==> config.mk <==
export PLATFORM = sky130hd
export DESIGN_NAME = byte_word_packer_flat
export DESIGN_NICKNAME = d
export VERILOG_FILES = /design/src/rtl/byte_word_packer_if.sv /design/src/rtl/byte_word_packer.sv /design/src/flat_wrapper.sv
export SDC_FILE = /design/constraint.sdc
export NUM_CORES = 1
export LEC_CHECK = 0
export ABC_CLOCK_PERIOD_IN_PS = 3200
export BUFFER_PORTS_ARGS = -buffer_cell sky130_fd_sc_hd__buf_2
export CAP_MARGIN = 40
export CORE_AREA = 2 2 80 82
export CTS_CLUSTER_DIAMETER = 30
export DETAILED_ROUTE_END_ITERATION = 16
export DIE_AREA = 0 0 82 84
export PLACE_DENSITY = 0.78
export SYNTH_ARGS = -nofsm -noshare
export SYNTH_HDL_FRONTEND = slang
export SYNTH_SLANG_ARGS = --single-unit
==> constraint.sdc <==
create_clock -name clk -period 3.2 [get_ports clk]
set_input_delay 0.48 -clock clk [delete_from_list [all_inputs] [get_ports clk]]
set_output_delay 0.48 -clock clk [all_outputs]
set_load 0.005 [all_outputs]
==> src/rtl/byte_word_packer_if.sv <==
// Byte-in / word-out stream bundle for the byte-to-word packer.
// The slave modport is the packer side. The master modport is the source/sink environment.
interface byte_word_packer_if #(
   parameter int BYTES = 4
);
   logic                 in_valid;
   logic                 in_ready;
   logic [7:0]           in_data;
   logic                 in_last;
   logic                 out_valid;
   logic                 out_ready;
   logic [8*BYTES-1:0]   out_data;
   logic [BYTES-1:0]     out_keep;
   logic                 out_last;

   modport slave (
      input  in_valid, in_data, in_last, out_ready,
      output in_ready, out_valid, out_data, out_keep, out_last
   );

   modport master (
      output in_valid, in_data, in_last, out_ready,
      input  in_ready, out_valid, out_data, out_keep, out_last
   );
endinterface

==> src/rtl/byte_word_packer.sv <==
// Packs a valid/ready byte stream into BYTES-wide words, with selectable lane order.
// Short packet tails are zero-padded and marked through out_keep and out_last.
module byte_word_packer #(
   parameter int BYTES      = 4,
   parameter bit BIG_ENDIAN = 1'b1
) (
   input  logic                clk,
   input  logic                rst,
   byte_word_packer_if.slave   bus
);
   localparam int CW = (BYTES > 1) ? $clog2(BYTES) : 1;

   logic [8*BYTES-1:0] acc_q, acc_d;
   logic [BYTES-1:0]   keep_acc_q, keep_acc_d;
   logic [CW-1:0]      cnt_q, cnt_d;
   logic [8*BYTES-1:0] out_data_q, out_data_d;
   logic [BYTES-1:0]   out_keep_q, out_keep_d;
   logic               out_last_q, out_last_d;
   logic               out_valid_q, out_valid_d;

   logic               in_ready;
   logic               accept;
   logic               complete;
   logic [BYTES-1:0]   lane_hit;
   logic [8*BYTES-1:0] merged_data;
   logic [BYTES-1:0]   merged_keep;

   assign in_ready = !out_valid_q || bus.out_ready;
   assign accept   = bus.in_valid && in_ready;
   assign complete = (cnt_q == CW'(BYTES - 1)) || bus.in_last;

   // Each lane knows which byte position feeds it, so the merge is a one-hot select.
   generate
      for (genvar gi = 0; gi < BYTES; gi++) begin : g_lane
         localparam int BYTE_IDX = BIG_ENDIAN ? (BYTES - 1 - gi) : gi;
         assign lane_hit[gi]          = (cnt_q == CW'(BYTE_IDX));
         assign merged_data[8*gi +: 8] = lane_hit[gi] ? bus.in_data : acc_q[8*gi +: 8];
      end
   endgenerate

   assign merged_keep = keep_acc_q | lane_hit;

   always_comb begin
      acc_d       = acc_q;
      keep_acc_d  = keep_acc_q;
      cnt_d       = cnt_q;
      out_data_d  = out_data_q;
      out_keep_d  = out_keep_q;
      out_last_d  = out_last_q;
      out_valid_d = out_valid_q;

      if (out_valid_q && bus.out_ready) begin
         out_valid_d = 1'b0;
      end

      if (accept) begin
         if (complete) begin
            out_data_d  = merged_data;
            out_keep_d  = merged_keep;
            out_last_d  = bus.in_last;
            out_valid_d = 1'b1;
            acc_d       = '0;
            keep_acc_d  = '0;
            cnt_d       = '0;
         end else begin
            acc_d      = merged_data;
            keep_acc_d = merged_keep;
            cnt_d      = cnt_q + 1'b1;
         end
      end
   end

   always_ff @(posedge clk or posedge rst) begin
      if (rst) begin
         acc_q       <= '0;
         keep_acc_q  <= '0;
         cnt_q       <= '0;
         out_data_q  <= '0;
         out_keep_q  <= '0;
         out_last_q  <= 1'b0;
         out_valid_q <= 1'b0;
      end else begin
         acc_q       <= acc_d;
         keep_acc_q  <= keep_acc_d;
         cnt_q       <= cnt_d;
         out_data_q  <= out_data_d;
         out_keep_q  <= out_keep_d;
         out_last_q  <= out_last_d;
         out_valid_q <= out_valid_d;
      end
   end

   assign bus.in_ready  = in_ready;
   assign bus.out_valid = out_valid_q;
   assign bus.out_data  = out_data_q;
   assign bus.out_keep  = out_keep_q;
   assign bus.out_last  = out_last_q;
endmodule

==> src/flat_wrapper.sv <==
// flat-port wrapper written by rule: the top's interface ports become plain ports
module byte_word_packer_flat 
#(
   parameter int BYTES      = 4,
   parameter bit BIG_ENDIAN = 1'b1
)
  (clk, rst, bus_in_valid, bus_in_data, bus_in_last, bus_out_ready, bus_in_ready, bus_out_valid, bus_out_data, bus_out_keep, bus_out_last);
  byte_word_packer_if #(.BYTES(BYTES)) bus_i ();
  input  logic clk;
  input  logic rst;
  input wire logic [$bits(bus_i.in_valid)-1:0] bus_in_valid;
  input wire logic [$bits(bus_i.in_data)-1:0] bus_in_data;
  input wire logic [$bits(bus_i.in_last)-1:0] bus_in_last;
  input wire logic [$bits(bus_i.out_ready)-1:0] bus_out_ready;
  output wire logic [$bits(bus_i.in_ready)-1:0] bus_in_ready;
  output wire logic [$bits(bus_i.out_valid)-1:0] bus_out_valid;
  output wire logic [$bits(bus_i.out_data)-1:0] bus_out_data;
  output wire logic [$bits(bus_i.out_keep)-1:0] bus_out_keep;
  output wire logic [$bits(bus_i.out_last)-1:0] bus_out_last;
  assign bus_i.in_valid = bus_in_valid;
  assign bus_i.in_data = bus_in_data;
  assign bus_i.in_last = bus_in_last;
  assign bus_i.out_ready = bus_out_ready;
  assign bus_in_ready = bus_i.in_ready;
  assign bus_out_valid = bus_i.out_valid;
  assign bus_out_data = bus_i.out_data;
  assign bus_out_keep = bus_i.out_keep;
  assign bus_out_last = bus_i.out_last;
  byte_word_packer #(.BYTES(BYTES), .BIG_ENDIAN(BIG_ENDIAN)) u_core (.clk(clk), .rst(rst), .bus(bus_i));
endmodule
# == After elaboration in Yosys (flattened, before gate mapping) ==
# Cells that the tools add are included.
# classes
n_addsub,1
n_mux,10
reduce_logical,7
n_eq_ne,3
bitwise,1
# ops
op,count
$mux 32,1
$mux 8,4
$eq 2x2->1 const B,2
$mux 4,1
$or 4x4->4,1
$mux 1,3
$add 2x1->2 const B,1
$eq 2x1->1 const B,1
$logic_and 1x1->1,2
$logic_not 2->1,1
$logic_or 1x1->1,2
$mux 2,1
$reduce_and 2->1,1
$logic_not 1->1,1
# word_totals
word_cells,29
in_bits,13
out_inout_bits,39
reg_bits,76

# == Logic depth before layout (Yosys ltp) ==
# Gate-level depths: netlist (run 1).
# depth
word_depth,4
mapped_depth,7
mapped_depth_nobuf,4

# == Least setup slack after synthesis (run 1) ==
# No wires, ideal clock.
# synth_timing
kind,register to register
start,reg u_core.cnt_q[0]
end,"reg u_core.out_data_q[10], in the netlist u_core.bus.out_data[10]"
t_arrival_ns,1.445
stages_incl_launch_ff,8
path_buffers,3
setup_ns,0.123
setup_slack_ns,1.632
period_less_slack_ns,1.568
cell_sequence,dfrtp_1 > ha_1 > or2_0 > buf_2 > buf_4 > buf_2 > a31oi_1 > a21oi_1
# synth_via
elab_chain_len,3
word_cells_on_any_way,5
# synth_rtl
item,line,rtl
"start, declared",byte_word_packer.sv:15,"logic [CW-1:0] cnt_q, cnt_d;"
"start signal, assigned",byte_word_packer.sv:85,cnt_q <= cnt_d;
$eq 2x2->1,byte_word_packer.sv:30,assign complete = (cnt_q == CW'(BYTES - 1)) || bus.in_last;
$logic_or 1x1->1,byte_word_packer.sv:30,
$reduce_and 2->1 (no line),-,
"end signal, assigned",byte_word_packer.sv:86,out_data_q <= out_data_d;
"end, declared",byte_word_packer.sv:16,"logic [8*BYTES-1:0] out_data_q, out_data_d;"
# Parallel ways exist; a longest one is shown, timed or not.
# A chain may end at the register's enable or synchronous reset.

# == Worst setup path in the final report (run 1) ==
# layout_timing
start,reg u_core.cnt_q[1]
end,reg u_core.acc_q[20]
# layout_via
elab_chain_len,3
word_cells_on_any_way,5
# layout_rtl
item,line,rtl
$eq 2x1->1 / $eq 2x2->1 (equally long branches),"byte_word_packer.sv:36, byte_word_packer.sv:30",
$mux 8 / $logic_or 1x1->1 (equally long branches),"byte_word_packer.sv:37, byte_word_packer.sv:30",
$mux 32 *,byte_word_packer.sv:57,if (complete) begin
"end signal, assigned",byte_word_packer.sv:75,acc_q <= '0;
"end signal, assigned",byte_word_packer.sv:83,acc_q <= acc_d;
"end, declared",byte_word_packer.sv:13,"logic [8*BYTES-1:0] acc_q, acc_d;"
# Mark *: on every way between the ends. The rest lies on a longest branch, timed or not.

==> results of run 1 <==
## layer usage
metal | up-vias | track usage [%]
met3 | 9 | 5.52
met1 | 1170 | 33.6
met5 | - | 0
met2 | 75 | 34.7
li1 | 1114 | -
met4 | 0 | 7.27
## worst max-delay path: stages, from the launching register on
cell      delay [ns]
dfrtp_1         0.39
ha_1            0.52
or2_1           0.43
buf_4           0.33
o211ai_2        0.20
a22o_1          0.27
## state kept, by name, indices dropped and copies added, names as in the netlist
signal and count:
u_core.bus.out_last 1, u_core.acc_q 32, u_core.keep_acc_q 4, u_core.bus.out_data 32
u_core.bus.out_keep 4, u_core.cnt_q 2, u_core.bus.out_valid 1
## stage by stage
step           util (%)  hold slack [ns]  power, mW
6_report           61.8            0.289       2.75
3_3_place_gp       58.3            0.468       1.93
2_1_floorplan         -            0.453       1.71
5_1_grt            61.8            0.347       2.91
4_1_cts            61.8            0.311       2.77
3_5_place_dp       58.3            0.470       1.96
## power by group
group	internal, mW	total (mW)	leakage [nW]	switching (mW)
sequential	1.16	1.27	0.958	0.112
clock	0.460	0.814	0.107	0.354
combinational	0.307	0.663	0.670	0.356
total	1.93	2.75	1.73	0.821
## cell type report
class | count | area, um2
well taps | 77 | 96.3
fillers | 503 | 2330
multi-input cells | 170 | 1240
clock buffers | 12 | 145
inverters | 3 | 11.3
repair buffers | 56 | 305
flip-flops and latches | 76 | 1900
clock inverters | 4 | 72.6
## worst max path at each step
| stage | endpoint | slack [ns] | cells after the start |
|---|---|---|---|
| global route | u_core.acc_q[20] | 0.78 | 5 |
| global placement | u_core.acc_q[22] | 1.08 | 5 |
| floorplan | u_core.acc_q[0] | 0.78 | 1 |
| detailed placement | u_core.acc_q[20] | 0.95 | 5 |
| CTS | u_core.acc_q[20] | 0.95 | 5 |
| finish | u_core.acc_q[20] | 0.93 | 5 |
## placed cells by master, fill, tap and decap left out, types with 9 or more instances in the layout
cell	netlist	final
dfrtp_1	76	76
buf_2	14	51
a31oi_1	38	38
a21oi_1	36	36
mux2i_1	33	33
a22o_1	25	25
and2_1	10	10
clkbuf_8	0	10
nor2_1	9	9
## logic make-up (layout without fill, tap and decap cells)
family	count (synthesis)	count (layout)	share of synthesized area, %
AOI/OAI and AO/OA	104	104	20.8
DFF	76	76	57.6
muxes	33	33	10.0
buffers and inverters	30	75	4.97
and+or+nand+nor	29	29	5.04
adders and majority gates	4	4	1.52
==> impl_table.tex, run 1 <==
\begin{tabular}{lr}
\hline
Metric & Value \\
\hline
\multicolumn{2}{l}{\textbf{Status}} \\
Outcome & complete, no violations \\
\multicolumn{2}{l}{\textbf{Timing}} \\
Final number of hold-violating endpoints & 0 \\
Worst Clk Skew & 0.00772 ns \\
Total Neg Setup Slack & 0 ns \\
Highest attainable clock frequency & 441 MHz \\
Shortest period the worst path allows & 2.27 ns \\
Slew Limit Fails & 0 \\
Slew of the pin with the lowest slew margin & 0.833 ns \\
Unrepaired setup endpoints after global routing & no \\
Rel. slew slack & 44.4\% \\
Setup WS post-layout & 0.932 ns \\
Share of the clock period used by the worst path & 70.9\% \\
Total setup violations reported at the end of the flow & 0 \\
\multicolumn{2}{l}{\textbf{Detailed routing}} \\
Aggregate routed wire length & approximately 7.4 mm \\
DRC & 0 \\
Routed via count divided by cell count & 5.95 \\
Number of vias after detailed routing & $\sim$2,400 \\
Initial DRC Count & 208 \\
Detailed-routing wirelength on met1 & 3.42 mm \\
Count of antenna-violating nets left after detailed routing & 0 \\
Highest metal used & met4 \\
Detailed-routed wire length on met2 & roughly 3.5 mm \\
First-pass DRT Iterations & 4 \\
Length of routed met3 wiring & between 300 and 400 um \\
Routed wire per std cell & around 19 um \\
\multicolumn{2}{l}{\textbf{Finish}} \\
Post-route standard cell area excluding fillers & 3770 um2 \\
Final cell count without fillers & between 300 and 400 \\
Synthesis-to-finish area growth & 14.2\% \\
Number of inserted diodes & 0 \\
Final-stage net count & about 330 \\
Layout cell share with drive strength beyond 1 & 23.7\% \\
\multicolumn{2}{l}{\textbf{Pwr}} \\
Reported leakage power & 1.73 nW \\
Worst vdd ir & roughly 380 uV \\
Power density normalized to cell area & 729 nW/um2 \\
\multicolumn{2}{l}{\textbf{Global route}} \\
Vias in the first global route & 2,361 \\
Overall track demand over capacity in global routing & a little under a quarter \\
Overflow left after global routing & 0 \\
Wire length of the first global-routing pass & 12.1 mm \\
Maximum number of pins on one net before global-route repair & 41 \\
Number of antenna violations at the first check in global routing & 0 \\
\multicolumn{2}{l}{\textbf{Yosys}} \\
Most used standard cell by instance count after synthesis & dfrtp\_1 \\
Sequential fraction of the synthesis area & 57.6\% \\
Top\_reg\_cell synth & dfrtp\_1 \\
Unique cell type count in the Yosys netlist & 24 \\
Synth async-reset ratio & 100\% \\
Number of enable-type register cells in the synthesized netlist & 0 \\
Yosys warnings & 0 \\
Cell taking the most area after synthesis & dfrtp\_1 \\
Top cells by area, synth & dfrtp\_1 (58\%), mux2i\_1 (10\%), a31oi\_1 (7.2\%), a22o\_1 (6.6\%), a21oi\_1 (5.5\%) \\
Leading cell types by count after synthesis & dfrtp\_1 (76), a31oi\_1 (38), a21oi\_1 (36) \\
Post-synthesis sequential element count & 76 \\
Share of the synthesized area in the top cell type & 57.6\% \\
Mean area per synthesized cell & 12.0 um2 \\
Cell area after synthesis & 3300 um2 \\
Number of nets produced by synthesis & 293 \\
Synthesized instance count & 276 \\
\multicolumn{2}{l}{\textbf{Placed design}} \\
Final RePlAce weighted congestion & around 0.76 \\
Total placed instance area & between 3000 and 4000 um2 \\
Number of placed cells counting well taps & 382 \\
Input/output buffers & 51 \\
Dpl hpwl & 4.72 mm \\
Post-placement worst setup slack & 0.951 ns \\
\multicolumn{2}{l}{\textbf{Floorplan}} \\
Initial Util & 54.1\% \\
Die Span X & 82 um \\
Top-level I/O count & 52 \\
Die height & 84 um \\
Die area & 6890 um2 \\
Floorplan Core Area & 6100 um2 \\
Row count & 29 \\
\multicolumn{2}{l}{\textbf{CTS}} \\
Number of levels in the clock H-tree & 3 \\
\# clock sinks & 76 \\
Clock tree from TritonCTS & built \\
Clock-pin slew of the registers on the worst-case setup and hold paths & 0.08 ns \\
Root buf cell & clkbuf\_8 \\
Clock latency on the worst-skew pair & 0.35 ns \\
Maximum buffer depth of the clock tree & 2 \\
Post-CTS setup buffer count & 0 \\
CTS resizes & 0 \\
TritonCTS buffer count & 9 \\
Number of hold buffers added after CTS & 0 \\
\multicolumn{2}{l}{\textbf{Critical path}} \\
Signal arrival time at the worst endpoint & 2.50 ns \\
Depth of the worst register-to-register path & 5 \\
Slack of the worst reg-to-reg path & 0.93 ns \\
Reg-to-reg endpoint & u\_core.acc\_q[20] \\
Max FO, Critical Path & 20 \\
Critical path start-end classification & register to register \\
Nature of the critical path startpoint & register \\
Start point of the critical path & u\_core.cnt\_q[1] \\
Kind of end point of the critical path & register \\
Required time at the worst-slack endpoint & around 3.4 ns \\
Critical R2R Launch & u\_core.cnt\_q[1] \\
\multicolumn{2}{l}{\textbf{Run}} \\
\# Max-Cap Violations & 0 \\
\multicolumn{2}{l}{\textbf{Worst hold path}} \\
Worst hold path type & primary input to async pin \\
\hline
\end{tabular}
(Power assumes the default switching activity.)
==> run 2: changes to the inputs <==
ABC_AREA = 1   (was default)
ABC_CLOCK_PERIOD_IN_PS = 1900   (was 3200)
CORE_AREA = 2 2 86 88   (was 2 2 80 82)
DIE_AREA = 0 0 88 90   (was 0 0 82 84)
PLACE_DENSITY = 0.74   (was 0.78)
clock period = 1.9 ns   (was 3.2 ns; I/O delays follow)
==> run 2 against run 1 <==
Compared with the run above:
- clock-buffer cell count is 2 higher
- sequential cell count stayed put
- die area is 15% higher
- routed wire length is 0.35% higher
- worst hold slack worse by 0.25 ns
- final cell count is 48% higher
- first-iteration DRC count is 11% higher
- worst setup slack worse by 0.61 ns
- via count is 20% higher
- largest power group unchanged
==> impl_table.tex, run 2 <==
\begin{tabular}{lr}
\hline
Metric & Value \\
\hline
\multicolumn{2}{l}{\textbf{Timing}} \\
Slew of the pin with the lowest slew margin & 0.499 ns \\
Rel. slew slack & 66.8\% \\
Final number of hold-violating endpoints & 0 \\
Unrepaired setup endpoints after global routing & no \\
Highest attainable clock frequency & around 630 MHz \\
Shortest period the worst path allows & 1.58 ns \\
Total setup violations reported at the end of the flow & 0 \\
Slew Limit Fails & 0 \\
Worst Clk Skew & between 0.008 and 0.009 ns \\
Total Neg Setup Slack & 0 ns \\
Share of the clock period used by the worst path & approximately 83\% \\
\multicolumn{2}{l}{\textbf{Yosys}} \\
Unique cell type count in the Yosys netlist & 18 \\
Synth async-reset ratio & 100\% \\
Number of enable-type register cells in the synthesized netlist & 0 \\
Cell area after synthesis & 3500 um2 \\
Post-synthesis sequential element count & 76 \\
Top cells by area, synth & dfrtp\_1 (54\%), nand2\_1 (26\%), nand3\_1 (9.0\%), buf\_6 (2.6\%), inv\_1 (1.8\%) \\
Mean area per synthesized cell & 7.99 um2 \\
Yosys warnings & 0 \\
Top\_reg\_cell synth & dfrtp\_1 \\
Share of the synthesized area in the top cell type & 54.3\% \\
Synthesized instance count & roughly 440 \\
Most used standard cell by instance count after synthesis & nand2\_1 \\
Sequential fraction of the synthesis area & 54.3\% \\
Number of nets produced by synthesis & 455 \\
Cell taking the most area after synthesis & dfrtp\_1 \\
Leading cell types by count after synthesis & nand2\_1 (241), dfrtp\_1 (76), nand3\_1 (63) \\
\multicolumn{2}{l}{\textbf{Global route}} \\
Vias in the first global route & 2,733 \\
Wire length of the first global-routing pass & 12.9 mm \\
Number of antenna violations at the first check in global routing & 0 \\
Overflow left after global routing & 0 \\
Overall track demand over capacity in global routing & around a fifth \\
Maximum number of pins on one net before global-route repair & 77 \\
\multicolumn{2}{l}{\textbf{Detailed routing}} \\
Detailed-routing wirelength on met1 & 3.44 mm \\
Highest metal used & met4 \\
Count of antenna-violating nets left after detailed routing & 0 \\
Detailed-routed wire length on met2 & between 3 and 4 mm \\
Initial DRC Count & 231 \\
DRC & 0 \\
First-pass DRT Iterations & 4 \\
Routed via count divided by cell count & 4.85 \\
Number of vias after detailed routing & 2,851 \\
Routed wire per std cell & 12.6 um \\
Aggregate routed wire length & 7.39 mm \\
Length of routed met3 wiring & 362 um \\
\multicolumn{2}{l}{\textbf{CTS}} \\
TritonCTS buffer count & 9 \\
Clock latency on the worst-skew pair & around 0.34 ns \\
Post-CTS setup buffer count & 0 \\
Clock tree from TritonCTS & built \\
\# clock sinks & 76 \\
Number of hold buffers added after CTS & 0 \\
Clock-pin slew of the registers on the worst-case setup and hold paths & 0.08 ns \\
Number of levels in the clock H-tree & 3 \\
Maximum buffer depth of the clock tree & 2 \\
CTS resizes & 0 \\
Root buf cell & clkbuf\_8 \\
\multicolumn{2}{l}{\textbf{Critical path}} \\
Signal arrival time at the worst endpoint & 1.81 ns \\
Start point of the critical path & u\_core.cnt\_q[0] \\
End point of the critical path & u\_core.bus.out\_data[15] \\
Slack of the worst reg-to-reg path & 0.32 ns \\
Critical R2R Launch & u\_core.cnt\_q[0] \\
Kind of end point of the critical path & register \\
Critical path start-end classification & register to register \\
Reg-to-reg endpoint & u\_core.bus.out\_data[15] \\
Required time at the worst-slack endpoint & 2.13 ns \\
Depth of the worst register-to-register path & 7 \\
Max FO, Critical Path & 10 \\
Nature of the critical path startpoint & register \\
\multicolumn{2}{l}{\textbf{Floorplan}} \\
Die Span X & $\sim$88 um \\
Top-level I/O count & 52 \\
Die height & approximately 90 um \\
Floorplan Core Area & 7020 um2 \\
Initial Util & 49.9\% \\
Row count & 31 \\
Die area & $\sim$7900 um2 \\
\multicolumn{2}{l}{\textbf{Finish}} \\
Layout cell share with drive strength beyond 1 & about 17\% \\
Most common library cell in the layout ignoring fill and taps & nand2\_1 \\
\# fillers & 639 \\
Top library cells by usage in the layout, fill and taps aside & nand2\_1 (241), dfrtp\_1 (76), nand3\_1 (63), buf\_2 (51), inv\_1 (16) \\
Synthesis-to-finish area growth & 13.2\% \\
Post-layout utilization of the core & 56.4\% \\
Number of inserted diodes & 0 \\
Final-stage net count & 501 \\
\multicolumn{2}{l}{\textbf{Pwr}} \\
Final Total Pwr & approximately 4.2 mW \\
Worst vdd ir & 511 uV \\
Reported leakage power & 2.40 nW \\
Power density normalized to cell area & $\sim$1100 nW/um2 \\
\multicolumn{2}{l}{\textbf{Placed design}} \\
Dpl hpwl & $\sim$4.7 mm \\
Input/output buffers & 51 \\
Final RePlAce weighted congestion & 0.781 \\
\multicolumn{2}{l}{\textbf{Status}} \\
Outcome & complete, no violations \\
\multicolumn{2}{l}{\textbf{Run}} \\
\# Max-Cap Violations & 0 \\
\multicolumn{2}{l}{\textbf{Worst hold path}} \\
Worst hold path type & primary input to async pin \\
\hline
\end{tabular}
==> run 2: cell types whose count changed after synthesis, moves of 5 or more <==
cell / delta
nand3_1: +61
mux2i_1: -33
inv_1: +14
and2_1: -10
buf_6: +5
a21oi_1: -35
nand2_1: +240
a31oi_1: -38
a22o_1: -25
nor2_1: -8
==> run 2: report_power, final <==
group / switching (mW) / internal, mW
Sequential: 0.154 / 1.91
Combinational: 0.642 / 0.412
Clock: 0.551 / 0.509
Total: 1.35 / 2.83
==> run 2: worst min path at each step <==
| stage | start | to | slack (ns) |
|---|---|---|---|
| final | rst | u_core.bus.out_data[11] | 0.04 |
| after global routing | rst | u_core.bus.out_data[10] | 0.08 |
| after detailed placement | rst | u_core.bus.out_data[11] | 0.43 |
| after floorplan | bus_in_last | u_core.bus.out_last | 0.40 |
| after global placement | rst | u_core.bus.out_data[11] | 0.42 |
| after CTS | rst | u_core.bus.out_data[11] | 0.05 |
==> run 2: worst max-delay path: stages (launching register included) <==
cell and delay (ns):
dfrtp_1 0.42, inv_1 0.11, ha_1 0.40, inv_1 0.23, nand2_1 0.10, nand2_1 0.08, nand3_1 0.09, nand2_1 0.05
==> run 2: final cells by class <==
type | count | area [um2] | area share, %
Clock inverter | 2 | 10.0 | 0.253
Inverter | 19 | 77.6 | 1.96
Tap cell | 99 | 124 | 3.13
Timing Repair Buffer | 60 | 348 | 8.78
Multi-Input combinational cell | 318 | 1350 | 34.0
Sequential cell | 76 | 1900 | 48.0
Clock buffer | 14 | 153 | 3.85
==> run 2: layer usage <==
metal | global-route usage (%) | vias to the layer above
met5 | 0 | -
li1 | - | 1452
met2 | 31.7 | 77
met1 | 29.4 | 1311
met3 | 3.67 | 11
met4 | 8.85 | 0
==> run 2: through the flow <==
stage / instances / hold WS [ns] / setup WS (ns) / cell area (um2)
final: 588 / 0.0373 / 0.322 / 3960
after global routing: 588 / 0.0793 / 0.131 / 3960
after CTS: 588 / 0.0520 / 0.310 / 3960
after detailed placement: 572 / 0.429 / 0.329 / 3800
after global placement: 572 / 0.423 / 0.365 / 3800
after floorplan: 438 / 0.402 / 0.494 / 3500
==> run 2: cells by family after synthesis <==
family                     Yosys count  share of synthesized area [%]
AOI/OAI and AO/OA                    4                          0.679
and+or+nand+nor                    310                           36.2
DFF                                 76                           54.3
buffers and inverters               44                           7.40
adders and majority gates            4                           1.43
